<file path="src/rtl/alu_pkg.sv">
// rtl/alu_pkg.sv - opcode and state types shared by the sequential ALU
package alu_pkg;

    typedef enum logic [3:0] {
        OP_PASS_S = 4'h0,
        OP_PASS_R = 4'h1,
        OP_INC    = 4'h2,
        OP_DEC    = 4'h3,
        OP_ADD    = 4'h4,
        OP_SUB    = 4'h5,
        OP_SRL    = 4'h6,
        OP_SLL    = 4'h7,
        OP_AND    = 4'h8,
        OP_OR     = 4'h9,
        OP_XOR    = 4'hA,
        OP_NOT    = 4'hB,
        OP_NEG    = 4'hC,
        OP_MUL    = 4'hD,
        OP_ASR    = 4'hE,
        OP_RSVD   = 4'hF
    } opcode_t;

    typedef enum logic [1:0] {
        ST_IDLE = 2'd0,
        ST_BUSY = 2'd1,
        ST_DONE = 2'd2
    } state_t;

endpackage

</file>
<file path="src/rtl/alu_core.sv">
// rtl/alu_core.sv - combinational single-cycle op unit producing result, carry and overflow
module alu_core
    import alu_pkg::*;
#(
    parameter int WIDTH = 16
) (
    input  opcode_t          i_op,
    input  logic [WIDTH-1:0] i_r,
    input  logic [WIDTH-1:0] i_s,
    output logic [WIDTH-1:0] o_y,
    output logic             o_c,
    output logic             o_v
);

    localparam int MSB = WIDTH - 1;

    // Bit WIDTH of w_sum is the carry/borrow/shifted-out bit
    logic [WIDTH:0] w_sum;

    always_comb begin
        w_sum = {1'b0, i_s};
        o_v   = 1'b0;
        case (i_op)
            OP_PASS_S: w_sum = {1'b0, i_s};
            OP_PASS_R: w_sum = {1'b0, i_r};
            OP_INC: begin
                w_sum = {1'b0, i_s} + (WIDTH+1)'(1);
                o_v   = ~i_s[MSB] & w_sum[MSB];
            end
            OP_DEC: begin
                w_sum = {1'b0, i_s} - (WIDTH+1)'(1);
                o_v   = i_s[MSB] & ~w_sum[MSB];
            end
            OP_ADD: begin
                w_sum = {1'b0, i_r} + {1'b0, i_s};
                o_v   = (i_r[MSB] == i_s[MSB]) && (w_sum[MSB] != i_r[MSB]);
            end
            OP_SUB: begin
                w_sum = {1'b0, i_r} - {1'b0, i_s};
                o_v   = (i_r[MSB] != i_s[MSB]) && (w_sum[MSB] != i_r[MSB]);
            end
            OP_SRL:  w_sum = {i_s[0], 1'b0, i_s[MSB:1]};
            OP_SLL:  w_sum = {i_s, 1'b0};
            OP_AND:  w_sum = {1'b0, i_r & i_s};
            OP_OR:   w_sum = {1'b0, i_r | i_s};
            OP_XOR:  w_sum = {1'b0, i_r ^ i_s};
            OP_NOT:  w_sum = {1'b0, ~i_s};
            OP_NEG: begin
                w_sum = {(WIDTH+1){1'b0}} - {1'b0, i_s};
                o_v   = i_s[MSB] & w_sum[MSB];
            end
            // MUL/ASR results come from the sequencer; here they degrade to pass S (ASR by 0)
            default: w_sum = {1'b0, i_s};
        endcase
        o_y = w_sum[MSB:0];
        o_c = w_sum[WIDTH];
    end

endmodule

</file>
<file path="src/rtl/alu_seq.sv">
// rtl/alu_seq.sv - multi-cycle ALU with handshakes, iterative multiply and arithmetic shift
module alu_seq
    import alu_pkg::*;
#(
    parameter int WIDTH = 16
) (
    input  logic             clk,
    input  logic             reset_n,
    input  logic             in_valid,
    output logic             in_ready,
    input  logic [3:0]       alu_op,
    input  logic [WIDTH-1:0] r,
    input  logic [WIDTH-1:0] s,
    output logic             out_valid,
    input  logic             out_ready,
    output logic [WIDTH-1:0] y,
    output logic             n,
    output logic             z,
    output logic             c,
    output logic             v
);

    localparam int SHAMT_W = $clog2(WIDTH);
    localparam int CNT_W   = $clog2(WIDTH) + 1;

    state_t               r_state;
    opcode_t              r_op;
    logic [CNT_W-1:0]     r_cnt;
    logic [CNT_W-1:0]     r_tgt;
    logic [WIDTH-1:0]     r_mcand;
    logic [2*WIDTH-1:0]   r_acc;
    logic                 r_in_ready;
    logic                 r_out_valid;
    logic [WIDTH-1:0]     r_y;
    logic                 r_n;
    logic                 r_z;
    logic                 r_c;
    logic                 r_v;

    opcode_t              w_in_op;
    logic [SHAMT_W-1:0]   w_amt;
    logic [WIDTH-1:0]     w_core_y;
    logic                 w_core_c;
    logic                 w_core_v;
    logic [CNT_W-1:0]     w_cnt_nxt;
    logic                 w_last;
    logic [WIDTH:0]       w_mul_sum;
    logic [2*WIDTH-1:0]   w_mul_nxt;
    logic [WIDTH-1:0]     w_asr_nxt;
    logic [WIDTH-1:0]     w_res_y;
    logic                 w_res_c;
    logic                 w_res_v;

    assign w_in_op = opcode_t'(alu_op);
    assign w_amt   = r[SHAMT_W-1:0];

    alu_core #(.WIDTH(WIDTH)) u_core (
        .i_op (w_in_op),
        .i_r  (r),
        .i_s  (s),
        .o_y  (w_core_y),
        .o_c  (w_core_c),
        .o_v  (w_core_v)
    );

    // Multiply: high half accumulates R while the multiplier drains out of the low half
    always_comb begin
        w_cnt_nxt = r_cnt + CNT_W'(1);
        w_last    = (w_cnt_nxt == r_tgt);
        w_mul_sum = {1'b0, r_acc[2*WIDTH-1:WIDTH]} + (r_acc[0] ? {1'b0, r_mcand} : {(WIDTH+1){1'b0}});
        w_mul_nxt = {w_mul_sum, r_acc[WIDTH-1:1]};
        w_asr_nxt = {r_acc[WIDTH-1], r_acc[WIDTH-1:1]};
        w_res_y   = w_core_y;
        w_res_c   = w_core_c;
        w_res_v   = w_core_v;
        if (r_state == ST_BUSY) begin
            w_res_v = 1'b0;
            if (r_op == OP_MUL) begin
                w_res_y = w_mul_nxt[WIDTH-1:0];
                w_res_c = |w_mul_nxt[2*WIDTH-1:WIDTH];
            end else begin
                w_res_y = w_asr_nxt;
                w_res_c = r_acc[0];
            end
        end
    end

    always_ff @(posedge clk) begin
        if (!reset_n) begin
            r_state     <= ST_IDLE;
            r_op        <= OP_PASS_S;
            r_cnt       <= '0;
            r_tgt       <= '0;
            r_mcand     <= '0;
            r_acc       <= '0;
            r_in_ready  <= 1'b1;
            r_out_valid <= 1'b0;
            r_y         <= '0;
            r_n         <= 1'b0;
            r_z         <= 1'b0;
            r_c         <= 1'b0;
            r_v         <= 1'b0;
        end else begin
            case (r_state)
                ST_IDLE: begin
                    if (in_valid) begin
                        r_op  <= w_in_op;
                        r_cnt <= '0;
                        if (w_in_op == OP_MUL) begin
                            r_mcand    <= r;
                            r_acc      <= {{WIDTH{1'b0}}, s};
                            r_tgt      <= CNT_W'(WIDTH);
                            r_state    <= ST_BUSY;
                            r_in_ready <= 1'b0;
                        end else if (w_in_op == OP_ASR && w_amt != '0) begin
                            r_acc      <= {{WIDTH{1'b0}}, s};
                            r_tgt      <= {1'b0, w_amt};
                            r_state    <= ST_BUSY;
                            r_in_ready <= 1'b0;
                        end else begin
                            r_y         <= w_res_y;
                            r_n         <= w_res_y[WIDTH-1];
                            r_z         <= (w_res_y == '0);
                            r_c         <= w_res_c;
                            r_v         <= w_res_v;
                            r_state     <= ST_DONE;
                            r_in_ready  <= 1'b0;
                            r_out_valid <= 1'b1;
                        end
                    end
                end
                ST_BUSY: begin
                    r_cnt <= w_cnt_nxt;
                    if (r_op == OP_MUL) begin
                        r_acc <= w_mul_nxt;
                    end else begin
                        r_acc <= {{WIDTH{1'b0}}, w_asr_nxt};
                    end
                    if (w_last) begin
                        r_y         <= w_res_y;
                        r_n         <= w_res_y[WIDTH-1];
                        r_z         <= (w_res_y == '0);
                        r_c         <= w_res_c;
                        r_v         <= w_res_v;
                        r_state     <= ST_DONE;
                        r_out_valid <= 1'b1;
                    end
                end
                ST_DONE: begin
                    if (out_ready) begin
                        r_state     <= ST_IDLE;
                        r_out_valid <= 1'b0;
                        r_in_ready  <= 1'b1;
                    end
                end
                default: begin
                    r_state     <= ST_IDLE;
                    r_out_valid <= 1'b0;
                    r_in_ready  <= 1'b1;
                end
            endcase
        end
    end

    assign in_ready  = r_in_ready;
    assign out_valid = r_out_valid;
    assign y         = r_y;
    assign n         = r_n;
    assign z         = r_z;
    assign c         = r_c;
    assign v         = r_v;

endmodule

</file>
<file path="config.mk">
export PLATFORM = sky130hd
export DESIGN_NAME = alu_seq
export DESIGN_NICKNAME = d
export VERILOG_FILES = /design/src/rtl/alu_pkg.sv /design/src/rtl/alu_core.sv /design/src/rtl/alu_seq.sv
export SDC_FILE = /design/constraint.sdc
export NUM_CORES = 1
export LEC_CHECK = 0
export ABC_CLOCK_PERIOD_IN_PS = 5200
export CORE_UTILIZATION = 61
export DETAILED_ROUTE_END_ITERATION = 7
export GPL_TIMING_DRIVEN = 0
export PLACE_DENSITY = 0.93
export SYNTH_ARGS = -nofsm -noshare
export SYNTH_HDL_FRONTEND = slang
export SYNTH_HIERARCHICAL = 1
export SYNTH_SLANG_ARGS = --single-unit
</file>
<file path="constraint.sdc">
create_clock -name clk -period 5.2 [get_ports clk]
set_input_delay 1.56 -clock clk [delete_from_list [all_inputs] [get_ports clk]]
set_output_delay 1.56 -clock clk [all_outputs]
set_load 0.01 [all_outputs]
</file>
==> impl_metrics.tcl <==
set metrics [dict create \
    cts_inserted_buffers 9 \
    die_y_um 124.4 \
    htree_levels 3 \
    drv_slew 0 \
    status "finished, final reports clean" \
    chipWidth_um 124.4 \
    cts_tree "yes" \
    worst_setup_path_end_kind "register" \
    finalPower_mw 2.494 \
    synth.net_count 1394 \
    die_area_mm2 0.01546 \
    cts_max_path_buffers 2 \
    ys_ff_latch 85 \
    clkTransAtPathRegs_ns 0.07 \
    critical_path_class "in2reg" \
    diodes 0 \
    regArea_mm2 0.001702 \
    ios 62 \
    wire_per_inst_um 24.36 \
    initial_utilization_pct 62.59 \
    vias_per_cell 7.133 \
    drt-initial-drc-count 1660 \
    hold_viol_final 0 \
    grt_overflow_total 0 \
    ys_warn_count 6 \
    grt_max_degree 16 \
    grt_antenna_before_repair 1 \
    swShare_pct 40.28 \
    ys_seq_area_share_pct 18.64 \
    path_max_fanout 10 \
    yosys_most_used_dff "dfxtp_1" \
    cp.arrival_ns 5.48 \
    track_usage_pct 46.99 \
    final_cell_mix "139 x a21oi_1, 137 x nor2_1, 115 x nand2_1" \
    cts-root-buf "clkbuf_16" \
    ys_types 90 \
    whs_ns 0.4487 \
    first_pass_iters 7 \
    nets 1465 \
    syn_area_mm2 0.009131 \
    postSynthCellCount 1279 \
    synth_edf_count 0 \
    rrSetupSlack_ns 1.76 \
    power_frac_comb_pct 42.0 \
    dp_hpwl_mm 27.99 \
    setup_viol 0 \
    tightestPinTransition_ns 1.169 \
    async_flop_share_pct 0 \
    clkPwrFrac_pct 27.0 \
    num_vias 10970 \
    area_growth_pct 15.77 \
    syn-mean-instance-area_um2 7.139 \
    ant_nets 0 \
    drc 0 \
    gp_congestion 1.072 \
    crit_path_start_kind "input port" \
    final.setup.worst_slack_ns 0.004610 \
    p_per_area_mw_per_mm2 235.9 \
    finClkSkew_ns 0.01069 \
    clock_latency_ns 0.36 \
    layout_commonest_cell "a21oi_1" \
    coreArea_mm2 0.01459 \
    port_buffers 61 \
    cts_hold_buffers 0 \
    max_slew_margin_pct 21.45 \
    grt_pass1_wl_mm 56.99 \
    vdd_drop_max_v 0.0002284 \
    nFillCells 1219 \
    fin_crit_ns 5.195 \
    internal_power_mw 1.489 \
    multi_input_area_mm2 0.006967 \
    p_switching_mw 1.004 \
    rows 44 \
    maxCapViolCount 0 \
    holdCritPathClass "reg2reg" \
    fin_util_pct 72.46 \
    critPathRequiredTime_ns 5.49 \
    drive_gt1_share_pct 12.11 \
    clock-sinks 85 \
    p_leak_nw 4.089 \
    pwr-share-seq_pct 31.0 \
    pre_cts_ws_ns -1.430 \
    drt_wl_total_mm 37.47 \
    fmax_mhz 192.5 \
    grt_pass1_vias 10480 \
    finalCritPeriodShare_pct 99.91 \
]
==> through the flow <==
step | instance area [µm²] | TNS (ns) | std cells
3_5_place_dp | 9972 | -7.303 | 1524
2_1_floorplan | 9131 | 0 | 1279
6_report | 10570 | 0 | 1538
4_1_cts | 10460 | 0 | 1537
3_3_place_gp | 9972 | -7.234 | 1524
5_1_grt | 10570 | -0.01000 | 1538
==> cells by family after synthesis <==
kind of cell             Yosys count  synth area share, %
AO/OA/AOI/OAI                    433                31.49
XOR/XNOR                          36                3.453
adder cells (fa/ha/maj)           75                10.52
buffers and inverters            155                7.235
flip-flops                        85                18.64
multiplexers                      25                3.042
AND/OR/NAND/NOR                  470                25.62
==> power groups by stage <==
stage / logic (mW) / registers, mW / clock network, mW
6_report: 1.05 / 0.773 / 0.674
4_1_cts: 0.991 / 0.770 / 0.663
3_3_place_gp: 0.937 / 0.779 / 0
3_5_place_dp: 0.958 / 0.784 / 0
2_1_floorplan: 0.596 / 0.787 / 0
5_1_grt: 1.10 / 0.779 / 0.693
==> timing repair <==
action | in CTS | in global routing
setup buffers | 4 | 4
pin swaps | 7 | 4
gates resized for setup | 88 | 48
setup endpoints to repair | 10 | 2
gates cloned | 0 | 0
==> worst paths after layout <==
path / depth (start not counted) / endpoint / startpoint
worst min-delay path: 2 / r_mcand[3] / r_mcand[3]
worst max register to register: 10 / c / r_acc[0]
worst min register to register: 2 / r_mcand[3] / r_mcand[3]
worst max-delay path: 13 / z / alu_op[3]
==> critical path, stage by stage <==
cell	delay, ns
clkdlybuf4s50_1	0.75
clkbuf_2	0.37
buf_2	0.34
clkbuf_2	0.33
a21oi_1	0.17
a2111oi_0	0.38
a31oi_1	0.20
or4_1	0.56
nor4_4	0.21
nand4_1	0.19
a21oi_2	0.20
mux2i_1	0.09
nor2_1	0.12
==> final cells by class <==
type / instances / area share, %
buffer: 89 / 4.580
sequential: 85 / 16.10
clock buffer: 9 / 2.130
clock inverter: 6 / 0.6746
multi-input combinational: 1039 / 65.90
tap: 184 / 2.178
timing repair buffer: 69 / 6.308
inverter: 57 / 2.130
==> layer usage <==
layer | share of wire (%) | routed length, µm | global-route usage, % | up-vias
met5 | 0.035 | 13 | 0 | -
met4 | 8.9 | 3349 | 37.28 | 2
met3 | 11 | 4055 | 9.966 | 248
met2 | 44 | 16530 | 74.10 | 845
met1 | 36 | 13520 | 55.24 | 5063
li1 | - | - | - | 4812
==> flip-flops by register name, summed over array words and instances, names as in the netlist <==
register	count
c	1
r_mcand	16
v	1
r_state	2
r_op	4
in_ready	1
y	16
r_cnt	5
z	1
r_acc	32
out_valid	1
r_tgt	5
==> synthesized netlist by cell type, drive strengths merged, types with 4 or more instances <==
cell type	n	share of area, %
dfxtp	85	19
nor2	143	6.1
xnor2	31	3.0
o31ai	7	0.58
nor4	13	1.1
a21o	9	0.74
or4	7	0.62
a32oi	6	0.58
a221oi	5	0.55
a21boi	5	0.45
buf	26	1.9
nor3	22	1.4
o32ai	5	0.48
nand3	43	2.4
o22ai	20	1.4
ha	72	9.9
o21ba	4	0.44
nand2	118	4.9
and2	40	2.7
and4	5	0.48
o221ai	6	0.64
and3	12	0.82
inv	56	2.3
o21ai	74	4.1
clkbuf	72	3.0
xor2	5	0.48
nand4	15	1.0
nor2b	18	1.2
o211ai	11	0.90
o2111ai	4	0.38
or3	9	0.62
a31oi	19	1.3
o21bai	8	0.66
a211oi	49	4.9
a22oi	18	1.5
nor3b	5	0.53
nand2b	9	0.62
mux2i	21	2.3
a2111oi	7	0.69
a21oi	146	8.2
(Power assumes the default switching activity.)
